`config.mk`:
```
export PLATFORM = sky130hd
export DESIGN_NAME = ofddr_rse
export DESIGN_NICKNAME = d
export VERILOG_FILES = /design/src/rtl/ofddr_pkg.sv /design/src/rtl/ofddr_rse_bit.sv /design/src/rtl/ofddr_rse.sv
export SDC_FILE = /design/constraint.sdc
export NUM_CORES = 1
export LEC_CHECK = 0
export CORE_AREA = 2 2 39 41
export DETAILED_ROUTE_END_ITERATION = 10
export DIE_AREA = 0 0 41 43
export RECOVER_POWER = 25
export SLEW_MARGIN = 5
export SYNTH_ARGS = -nofsm -noshare
export SYNTH_HDL_FRONTEND = slang
export SYNTH_SLANG_ARGS = --single-unit
```
`constraint.sdc`:
```
create_clock -name clk -period 0.9 [get_ports clk]
set_input_delay 0.18 -clock clk [delete_from_list [all_inputs] [get_ports clk]]
set_output_delay 0.18 -clock clk [all_outputs]
set_load 0.02 [all_outputs]
```
`src/rtl/ofddr_pkg.sv`:
```
`default_nettype none
// ============================================================================
// Module   : ofddr_pkg
// Purpose  : Shared definitions for the DDR output register. Holds the
//            alignment-mode codes and the string-to-code mapping applied to
//            the DDR_ALIGNMENT parameter at elaboration.
// Revision : 1.0 - initial release
// ============================================================================
package ofddr_pkg;

  localparam logic [1:0] ALIGN_NONE      = 2'd0;
  localparam logic [1:0] ALIGN_SAME_EDGE = 2'd1;
  // Returned for any unrecognised mode string; the top refuses to elaborate
  // when it sees this code.
  localparam logic [1:0] ALIGN_INVALID   = 2'd3;

  function automatic logic [1:0] align_from_str(input string name);
    if (name == "NONE") begin
      return ALIGN_NONE;
    end else if (name == "SAME_EDGE") begin
      return ALIGN_SAME_EDGE;
    end
    return ALIGN_INVALID;
  endfunction

endpackage : ofddr_pkg
`default_nettype wire

```
`src/rtl/ofddr_rse_bit.sv`:
```
`default_nettype none
// ============================================================================
// Module   : ofddr_rse_bit
// Purpose  : One bit of the DDR output register. r0 captures on the rising
//            edge and r1 on the falling edge; q shows r0 while clk is high
//            and r1 while clk is low. In SAME_EDGE mode d1 is staged in p1
//            on the rising edge and moved into r1 on the next falling edge.
// Ports    : clk  - clock (rise = C0 phase, fall = C1 phase)
//            rst  - synchronous active-high reset, acts at both edges
//            s    - synchronous active-high set, acts at both edges
//            ce   - capture enable
//            d0   - data shown in the high phase
//            d1   - data shown in the low phase
//            q    - DDR output
// Revision : 1.0 - initial release
// ============================================================================
module ofddr_rse_bit
  import ofddr_pkg::*;
#(
  parameter logic       INIT  = 1'b0,
  parameter logic [1:0] ALIGN = ALIGN_NONE
) (
  input  logic clk,
  input  logic rst,
  input  logic s,
  input  logic ce,
  input  logic d0,
  input  logic d1,
  output logic q
);

  // In NONE mode r1 samples d1 directly and honours ce. In SAME_EDGE mode
  // the ce gating already happened at p1, so the r1 transfer is unconditional
  // apart from rst/s.
  localparam logic R1_GATED = (ALIGN == ALIGN_NONE);

  logic r0_q = INIT;
  logic r1_q = INIT;
  logic r0_d;
  logic r1_d;
  logic r1_src;

  always_comb begin
    r0_d = r0_q;
    if (rst)      r0_d = 1'b0;
    else if (s)   r0_d = 1'b1;
    else if (ce)  r0_d = d0;
  end

  // rst/s/ce are combinational here, so the falling-edge flop sees the
  // levels present at the falling edge, independent of the rising edge.
  always_comb begin
    r1_d = r1_q;
    if (rst)                   r1_d = 1'b0;
    else if (s)                r1_d = 1'b1;
    else if (ce || !R1_GATED)  r1_d = r1_src;
  end

  always_ff @(posedge clk) begin
    r0_q <= r0_d;
  end

  always_ff @(negedge clk) begin
    r1_q <= r1_d;
  end

  generate
    if (ALIGN == ALIGN_SAME_EDGE) begin : g_same_edge
      logic p1_q = INIT;
      logic p1_d;

      always_comb begin
        p1_d = p1_q;
        if (rst)      p1_d = 1'b0;
        else if (s)   p1_d = 1'b1;
        else if (ce)  p1_d = d1;
      end

      always_ff @(posedge clk) begin
        p1_q <= p1_d;
      end

      assign r1_src = p1_q;
    end else begin : g_none
      assign r1_src = d1;
    end
  endgenerate

  // Output mux selected by clock level; the data flops only change on
  // edges, so there is no path from d0/d1 to q.
  assign q = clk ? r0_q : r1_q;

endmodule : ofddr_rse_bit
`default_nettype wire

```
`src/rtl/ofddr_rse.sv`:
```
`default_nettype none
// ============================================================================
// Module   : ofddr_rse
// Purpose  : WIDTH-bit DDR output register with synchronous reset, set and
//            clock enable, for pin-boundary use (GMII TX data, forwarded
//            clocks with d0=0/d1=1).
// Ports    : clk  - clock (rise = C0 phase, fall = C1 phase)
//            rst  - synchronous active-high reset, forces q low
//            s    - synchronous active-high set, forces q high
//            ce   - capture enable
//            d0   - [WIDTH] data shown while clk is high
//            d1   - [WIDTH] data shown while clk is low
//            q    - [WIDTH] DDR output
// Revision : 1.0 - initial release
// ============================================================================
module ofddr_rse
  import ofddr_pkg::*;
#(
  parameter int    WIDTH         = 1,
  parameter logic  INIT          = 1'b0,
  parameter string DDR_ALIGNMENT = "NONE"
) (
  input  logic             clk,
  input  logic             rst,
  input  logic             s,
  input  logic             ce,
  input  logic [WIDTH-1:0] d0,
  input  logic [WIDTH-1:0] d1,
  output logic [WIDTH-1:0] q
);

  localparam logic [1:0] ALIGN = align_from_str(DDR_ALIGNMENT);

  generate
    if (ALIGN == ALIGN_INVALID) begin : g_bad_align
      $error("ofddr_rse: DDR_ALIGNMENT must be \"NONE\" or \"SAME_EDGE\"");
    end
  endgenerate

  generate
    for (genvar i = 0; i < WIDTH; i++) begin : g_bit
      ofddr_rse_bit #(
        .INIT  (INIT),
        .ALIGN (ALIGN)
      ) u_bit (
        .clk (clk),
        .rst (rst),
        .s   (s),
        .ce  (ce),
        .d0  (d0[i]),
        .d1  (d1[i]),
        .q   (q[i])
      );
    end
  endgenerate

endmodule : ofddr_rse
`default_nettype wire

```
Word level (Yosys, flattened, before mapping)

Index checks and enable logic that the tools add are counted.

Output and inout bits: 1
Word-level logic and storage cells: 8
Register bits: 2
Bits of input ports: 6

Mux-type cells: 5
Reduce and logical (&&, ||, !) cells: 1

Operator list:

| operator           | count |
|---|---|
| $mux W1            | 5 |
| $reduce_bool A2 Y1 | 1 |

Depth between registers and ports, before layout

Gate-level depths: netlist (run 1).

Depth after elaboration: 2
Depth in mapped cells: 2
Depth with buffers taken out: 2

==> impl_results.md, run 1 <==
* Switching power share of the total at roughly a quarter
* Synthesized net count at 15
* Yosys reg bits at 2
* Synth area leaders: dfxtp_1 (45%), mux2i_1 (23%), mux2_2 (13%), a21oi_1 (11%), inv_1 (8.5%)
* Clock network power share at roughly four fifths
* Area grow syn2layout at 148%
* I/O Buffers at 6
* Cells after Synth at 9
* Synth Area in Simple Gates at 0%
* Crit-path leading delay family: flip-flops
* HP Class: input pin to flop
* Full die area at roughly 0.0018 mm2
* # diodes at 0
* Overall global routing resource usage at between 6 and 7%
* Ys flop type: dfxtp_1
* PnR Total Power at between 0.7 and 0.8 mW
* Critical path arrival at 1.55 ns
* Starting DRT DRC Count at 2
* Fill count at 161
* Drt total wl at between 300 and 400 um
* Total grt overflow at 0
* Post-synth EDFFs at 0
* Worst EP required at between 0.7 and 0.8 ns
* Slowest cell on the critical path: dfxtp_1
* Crit-path max FO at 2
* Multiplexer share of the synthesized area at roughly a third
* Most area-hungry cell type in the Yosys netlist: dfxtp_1
* Nets@finish at 29
* Final WS setup at -0.828 ns
* Post-Synth XOR/XNOR Area at 0%
* Sw power at a little under 0.2 mW
* Failing checks: negative setup slack
* Part of the power in registers at between 10% and 20%
* PwrDens at 3290 mW/mm2
* Placement Rows at 14
* Max_slew headroom at 90.8%
* Vias at between 100 and 150
* Remaining DRCs at 0
* Main combinational cell family by area after synthesis: multiplexers
* Adder-cell share of the synthesized area at 0%
* Vias per cell at ~2.8
* Vias in the first global route at 166
* Delay of the slowest critical-path stage at roughly 0.30 ns
* Slew Viols, Final at 0
* Max-Cap Viols at 0
* Finished Cell Area at 220 um2
* Core area at 0.00138 mm2
* Initial antenna violation count at 0
* Worst slack, placed at -0.798 ns
* Status: finished, violations left
* Largest net degree at the start of global routing at 3
* Combinational share of power at approximately 4.5%
* IO Count at 7
* Yosys warning count at 0
* CP Capture Type: primary output
* Final Hold Viols at 0
* CTS tree: built
* Layout cells sized above 1 at 36.4%
* Netlist cell types at 5
* CP cell instances: mux2_4, buf_6
* Average wire per cell in the routed design at 8.03 um
* Final hold slack at 0.343 ns
* Clock transition at the registers of the reported paths at roughly 0.040 ns
* Worst slew pin tran at 0.134 ns
* Starting Density at about 6.4%
* Post-CTS Setup Bufs at 0
* Global-route wire length before repair at 503 um
* Sequential element share of the synthesized area at between 40 and 50%
* WP buf/inv at 1
* RSZ-0062 raised after global routing: true
* Dpl hpwl at roughly 160 um
* Post-synth top area share at 45.1%
* Placer Congestion at approximately 0.46
* Post-Syn Area at 88.8 um2
* Static Leak at ~0.11 nW
* Die Span Y at 43 um
* Worst clock skew at 0 ns
* Total negative slack at -0.841 ns
* Die width at around 41 um
* Compound-gate portion of the synthesized area at ~11%
* Commonest cells in the netlist: a21oi_1 (2), dfxtp_1 (2), inv_1 (2), mux2i_1 (2), mux2_2 (1)
* Async set-or-reset flop fraction in the synthesized netlist at 0%
* Worst IR Drop VDD at 0.420 mV
* Critical path type: flop to primary output
* First-pass DRT Iterations at 4
* Crit start category: flop
* Setup violators final at 2
* P_int at around 0.53 mW
* Syn Area/Cell at a little under 10 um2
* Post-DP Area at around 170 um2
* Skew-Pair Late Insertion Delay at roughly 0.35 ns
* Post-route ant nets at 0
==> power by group through the flow <==
stage / registers [mW] / logic, mW / clock network (mW)
3_5_place_dp: 0.100 / 0.0357 / 0.146
4_1_cts: 0.0992 / 0.0329 / 0.617
3_3_place_gp: 0.100 / 0.0354 / 0.146
5_1_grt: 0.100 / 0.0370 / 0.660
2_1_floorplan: 0.0998 / 0.0103 / 0.103
6_report: 0.0993 / 0.0323 / 0.593
==> layout make-up <==
cell class	count	area [um2]	share of cell area [%]
Inverter	1	3.75	1.70
Clock buffer	8	60.1	27.3
Timing Repair Buffer	5	47.5	21.6
Sequential cell	2	40.0	18.2
Tap cell	16	20.0	9.09
Clock inverter	1	3.75	1.70
Multi-Input combinational cell	5	45.0	20.5
==> cells in the final DEF, fill, tap and decap left out, drive strengths merged <==
master and instances:
inv 2, dfxtp 2, mux2i 2, buf 1, dlygate4sd2 2, a21oi 2, mux2 1, clkbuf 7
clkdlybuf4s50 3
==> repair_timing <==
| action | in CTS | in global routing |
|---|---|---|
| pin swaps | 1 | 0 |
| setup endpoints to repair | 2 | 2 |
| resized for setup | 8 | 0 |
| hold buffers | 0 | 0 |
==> sequential cells by signal (all words and copies together), names as in the netlist <==
signal / count
g_bit.u_bit.r0_q: 1
g_bit.u_bit.r1_q: 1
==> per-layer routing <==
layer	track usage [%]	up-vias	share of wire (%)
li1	-	57	-
met3	8.38	0	15
met1	2.56	42	43
met4	17.3	0	0
met2	4.69	9	42
met5	0	-	0
==> worst min-delay path, stage by stage <==
cell           delay, ns
dlygate4sd2_1       0.25
mux2i_1             0.09
a21oi_1             0.13
==> through the flow <==
step / util, % / std cells
2_1_floorplan: - / 9
3_3_place_gp: 12.5 / 31
3_5_place_dp: 12.5 / 31
4_1_cts: 15.9 / 38
5_1_grt: 15.9 / 38
6_report: 15.9 / 38
==> path summary, 6_finish.rpt <==
kind	start	endpoint	slack (ns)	cells after the start
setup / recovery	g_bit[0].u_bit.r1_q	q	-0.83	2
hold / removal	ce	g_bit[0].u_bit.r0_q	0.34	3
setup reg to reg	g_bit[0].u_bit.r1_q	g_bit[0].u_bit.r1_q	0.27	2
hold reg to reg	g_bit[0].u_bit.r0_q	g_bit[0].u_bit.r0_q	0.55	2
==> cell families after synthesis <==
group           Yosys count
mux                       3
flops                     2
compound gates            2
buf+inv                   2
(Power assumes the default switching activity.)
==> inputs of run 2 (changes only) <==
==> constraint.sdc (replaced) <==
create_clock -name clk -period 0.9 [get_ports clk]
set_input_delay 0.09 -clock clk [delete_from_list [all_inputs] [get_ports clk]]
set_output_delay 0.09 -clock clk [all_outputs]
set_load 0.02 [all_outputs]
==> impl_results.md, run 2 (synthesized netlist as in run 1, its figures left out) <==
* Status: finished, violations left
* Failing checks: negative setup slack
* Core area at around 0.0014 mm2
* Worst clock skew at 0 ns
* Crit-path leading delay family: flip-flops
* CTS tree: built
* Final WS setup at -0.750 ns
* RSZ-0062 raised after global routing: true
* Worst hold endpoint: g_bit[0].u_bit.r0_q
* Die Span Y at between 40 and 50 um
* Global-route wire length before repair at 531 um
* Vias in the first global route at 179
* Reg2reg start: g_bit[0].u_bit.r1_q
* Clock transition at the registers of the reported paths at around 0.040 ns
* Crit start category: flop
* Hold path startpoint: ce
* Vias per cell at approximately 3.2
* Total grt overflow at 0
* Initial antenna violation count at 0
* Final Hold Viols at 0
* Fill count at about 160
* Average wire per cell in the routed design at roughly 7.8 um
* Full die area at about 0.0018 mm2
* Combinational share of power at 5.3%
* Remaining DRCs at 0
* PwrDens at 3090 mW/mm2
* Reg2reg path depth at 2
* Starting Density at between 6 and 7%
* Drt total wl at between 300 and 400 um
* Area grow syn2layout at 166%
* Dpl hpwl at 176 um
* Static Leak at 0.121 nW
* Setup violators final at 1
* Placer Congestion at 0.447
* Clock network power share at 81.1%
* First-pass DRT Iterations at 6
* Max_slew headroom at between 80 and 90%
* Critical path type: flop to primary output
* Part of the power in registers at approximately 14%
* Vias at about 120
* I/O Buffers at 6
* Nets@finish at 30
* Multi-input logic area at just under 50 um2
* Crit-path max FO at 2
* Commonest non-fill, non-tap cell in the layout: clkbuf_4
* Switching power share of the total at 26.7%
* Critical path arrival at 1.56 ns
* Flop2flop setup slack at between 0.2 and 0.25 ns
* Worst slew pin tran at 0.183 ns
* Finished Core Util at 17.1%
* # diodes at 0
* Final hold slack at between 0.3 and 0.4 ns
* P_int at around 0.54 mW
* Most frequent cells in the layout: clkbuf_4 (6), clkdlybuf4s50_1 (3), inv_1 (2), mux2i_1 (2)
* Worst IR Drop VDD at ~0.5 mV
* Starting DRT DRC Count at 3
* CTS Hold Bufs at 0
* Sequential cell area at just over 40 um2
* Slowest cell on the critical path: dfxtp_2
* WP buf/inv at 1
* Hold path depth at 4
* Skew-Pair Late Insertion Delay at between 0.3 and 0.4 ns
* Overall global routing resource usage at between 5 and 6%
* PnR Total Power at between 0.7 and 0.8 mW
* Delay of the slowest critical-path stage at 0.31 ns
* Post-route ant nets at 0
* Largest net degree at the start of global routing at 3
* Top flop regs: g_bit.u_bit.r0_q x1, g_bit.u_bit.r1_q x1
* Layout cells sized above 1 at between 40% and 50%
* CP cell instances: mux2_4, buf_6
* Worst EP required at roughly 0.81 ns
* Die width at approximately 40 um
* RR Endpoint: g_bit[0].u_bit.r1_q
* IO Count at 7
* Max-Cap Viols at 0
* CP Capture Type: primary output
* Sw power at approximately 0.2 mW
* Slew Viols, Final at 0
* Placement Rows at 14
* HP Class: input pin to flop
==> run 2: cell count changes in the layout (fill, tap and decap cells not counted), sizes merged <==
cell          delta
buf              +1
dlygate4sd2      -1
dlymetal6s2s     +1
==> run 2: layout make-up <==
class / count / share of cell area, %
Multi-Input combinational cell: 5 / 20.6
Timing Repair Buffer: 6 / 24.9
Tap cell: 16 / 8.47
Clock buffer: 8 / 25.4
Clock inverter: 1 / 1.59
Sequential cell: 2 / 17.5
Inverter: 1 / 1.59
==> run 2: worst max path at each step <==
stage	startpoint	endpoint	slack (ns)	cells after the start
floorplan	g_bit[0].u_bit.r1_q	q	-0.22	1
global placement	g_bit[0].u_bit.r1_q	q	-0.70	2
detailed placement	g_bit[0].u_bit.r1_q	q	-0.71	2
CTS	g_bit[0].u_bit.r1_q	q	-0.75	2
global route	g_bit[0].u_bit.r1_q	q	-0.77	2
finish	g_bit[0].u_bit.r1_q	q	-0.75	2
==> run 2: worst min-delay path, delay by kind of cell <==
| family | cells | cell delay (ns) |
|---|---|---|
| compound gates | 1 | 0.13 |
| buf+inv | 2 | 0.35 |
| mux | 1 | 0.07 |
==> run 2: timing repair <==
item                                    in CTS  in global routing
buffers inserted                             0                  0
pin swaps                                    0                  1
endpoints found under the setup margin       2                  2
hold endpoints to repair                     0                  0
gates resized for setup                      7                  3
cloned                                       0                  0
==> run 2: layer usage <==
layer / routed length [um] / GRT usage (%) / vias up
met2: 127 / 4.38 / 15
met4: 0 / 14.0 / 0
met1: 109 / 3.50 / 51
li1: - / - / 57
met5: 0 / 0 / -
met3: 67 / 6.81 / 0
==> run 2: per-stage QoR <==
| stage | cells | TNS, ns | setup slack (ns) | area [um2] |
|---|---|---|---|---|
| after CTS | 39 | -0.748 | -0.748 | 229 |
| after global routing | 39 | -0.774 | -0.774 | 236 |
| after floorplan | 9 | -0.223 | -0.223 | 92.6 |
| after global placement | 32 | -1.44 | -0.703 | 180 |
| final | 39 | -0.750 | -0.750 | 236 |
| after detailed placement | 32 | -1.46 | -0.712 | 180 |
==> run 2: power by group through the flow <==
| stage | combinational [mW] | clock (mW) | sequential, mW |
|---|---|---|---|
| global route | 0.0441 | 0.636 | 0.101 |
| finish | 0.0385 | 0.593 | 0.100 |
| CTS | 0.0377 | 0.611 | 0.0996 |
| global placement | 0.0387 | 0.146 | 0.100 |
| floorplan | 0.0103 | 0.103 | 0.0998 |
| detailed placement | 0.0390 | 0.146 | 0.101 |
==> inputs of run 3 (changes only) <==
--- a/config.mk
+++ b/config.mk
@@ -6,4 +6,5 @@
 export NUM_CORES = 1
 export LEC_CHECK = 0
+export ABC_AREA = 1
 export CORE_AREA = 2 2 39 41
 export DETAILED_ROUTE_END_ITERATION = 10
==> constraint.sdc (replaced) <==
create_clock -name clk -period 0.9 [get_ports clk]
set_input_delay 0.09 -clock clk [delete_from_list [all_inputs] [get_ports clk]]
set_output_delay 0.09 -clock clk [all_outputs]
set_load 0.005 [all_outputs]
==> impl_results.md, run 3 <==
* Post-synth top area share at between 30% and 40%
* Worst clock skew at 0 ns
* Hold path startpoint: s
* Top flop regs: g_bit.u_bit.r0_q x1, g_bit.u_bit.r1_q x1
* Flop2flop setup slack at about 0.14 ns
* Reg2reg start: g_bit[0].u_bit.r1_q
* Multi-input logic area at 56.3 um2
* Overall global routing resource usage at about 5.0%
* Non-filler cells in the finished layout at between 50 and 60
* Remaining DRCs at 0
* Netlist cell types at 5
* Worst EP required at a little over 0.8 ns
* RSZ-0062 raised after global routing: true
* Syn Area/Cell at 5.63 um2
* Hold path depth at 5
* Drt total wl at approximately 340 um
* Starting DRT DRC Count at 0
* CP Capture Type: primary output
* Ys flop type: dfxtp_1
* Die width at 41 um
* Vias per cell at between 3 and 4
* Crit-path max FO at 2
* Worst IR Drop VDD at about 0.36 mV
* IO Count at 7
* Skew-Pair Late Insertion Delay at 0.34 ns
* Layout cells sized above 1 at between 30% and 40%
* Global-route wire length before repair at ~450 um
* Starting Density at ~7.3%
* # diodes at 0
* Multiplexer share of the synthesized area at 0%
* RR Endpoint: g_bit[0].u_bit.r1_q
* Cells after Synth at 18
* Full die area at 0.00176 mm2
* PwrDens at 2840 mW/mm2
* Synthesized net count at 24
* Cells after DPL at roughly 40
* Final WS setup at -0.591 ns
* CTS Hold Bufs at 0
* Slew Viols, Final at 0
* HP Class: input pin to flop
* First-pass DRT Iterations at 1
* CTS tree: built
* Main combinational cell family by area after synthesis: simple AND/OR/NAND/NOR gates
* Post-Syn Area at roughly 100 um2
* Synth area leaders: dfxtp_1 (40%), nor2_1 (22%), nand2_1 (19%), inv_1 (15%), o21ai_0 (4.9%)
* Clock transition at the registers of the reported paths at around 0.040 ns
* Async set-or-reset flop fraction in the synthesized netlist at 0%
* Vias at about 150
* Compound-gate portion of the synthesized area at around 5%
* Dpl hpwl at roughly 170 um
* Placer Congestion at ~0.42
* Fill count at 159
* Synth Area in Simple Gates at between 40% and 50%
* Post-route ant nets at 0
* Most numerous cell in the Yosys netlist: nor2_1
* Critical path type: flop to primary output
* Final Hold Viols at 0
* Failing checks: negative setup slack
* Sequential element share of the synthesized area at roughly two fifths
* Static Leak at 0.133 nW
* Setup violators final at 3
* Sequential cell area at between 40 and 50 um2
* Yosys reg bits at 2
* Most frequent cells in the layout: clkbuf_4 (7), nand2_1 (5), inv_1 (4), nor2_1 (4), dlygate4sd2_1 (3)
* Post-synth EDFFs at 0
* Most area-hungry cell type in the Yosys netlist: dfxtp_1
* Post-Synth XOR/XNOR Area at 0%
* Placement Rows at 14
* Average wire per cell in the routed design at 6.69 um
* Max_slew headroom at a little under 90%
* Adder-cell share of the synthesized area at 0%
* Finished Core Util at about a fifth
* Crit start category: flop
* Area grow syn2layout at 154%
* Worst slew pin tran at roughly 0.19 ns
* Yosys warning count at 0
* Vias in the first global route at around 180
* Max-Cap Viols at 0
* Nets@finish at ~40
* Worst hold endpoint: g_bit[0].u_bit.r0_q
* Status: finished, violations left
* Commonest cells in the netlist: nor2_1 (6), nand2_1 (5), inv_1 (4)
* Total grt overflow at 0
* Commonest non-fill, non-tap cell in the layout: clkbuf_4
* Critical path arrival at ~1.4 ns
* Core area at between 0.001 and 0.0015 mm2
* Reg2reg path depth at 5
* Largest net degree at the start of global routing at 5
* Initial antenna violation count at 0
* Die Span Y at approximately 43 um
* I/O Buffers at 6
run 3: cells by family after synthesis:
group                  count (synthesis)
AO/OA/AOI/OAI                          1
buffers and inverters                  4
flip-flops                             2
AND/OR/NAND/NOR                       11
run 3: where the power goes:
group          switching [mW]  total [mW]  internal (mW)  leakage [nW]
Sequential            0.00240      0.0985         0.0961        0.0168
Combinational          0.0213      0.0523         0.0310        0.0691
Clock                   0.164       0.580          0.417        0.0475
run 3: worst max-delay path by stage:
stage	start	end	slack, ns	cells past startpoint
after floorplan	g_bit[0].u_bit.r1_q	q	-0.09	2
after global placement	g_bit[0].u_bit.r1_q	q	-0.56	3
after detailed placement	g_bit[0].u_bit.r1_q	q	-0.56	3
after CTS	g_bit[0].u_bit.r1_q	q	-0.61	3
after global routing	g_bit[0].u_bit.r1_q	q	-0.67	3
final	g_bit[0].u_bit.r1_q	q	-0.59	3
run 3: worst max-delay path: stages (launching register included):
cell     delay, ns
dfxtp_1       0.30
inv_1         0.04
o21ai_1       0.09
buf_2         0.12
run 3: area by class of cell:
type                       instances  share of cell area, %
clock buffer                      10                   25.2
clock inverter                     1                   1.46
inverter                           3                   4.37
multi-input combinational         12                   21.8
sequential                         2                   15.5
tap                               16                   7.77
timing repair buffer               7                   23.8
run 3: repair_timing:
item / 4_1_cts / 5_1_grt
setup buffers: 2 / 0
pin swaps: 3 / 2
endpoints found under the setup margin: 4 / 4
resized for setup: 10 / 1
hold endpoints to repair: 0 / 0
run 3: through the flow:
stage	TNS, ns	setup slack [ns]	hold WS (ns)	area [um2]	total power [mW]
after floorplan	-0.0929	-0.0929	0.150	101	0.156
after global placement	-1.08	-0.557	0.558	189	0.240
after detailed placement	-1.08	-0.565	0.558	189	0.240
after CTS	-0.610	-0.610	0.183	264	0.768
after global routing	-0.673	-0.673	0.198	258	0.812
final	-0.591	-0.591	0.178	258	0.731
run 3: per-layer routing:
metal,vias to the layer above,routed length [um],track usage (%)
met5,-,0,0
met4,0,0,14.7
met3,0,22,1.57
met2,5,208,6.56
met1,65,110,1.27
li1,84,-,-
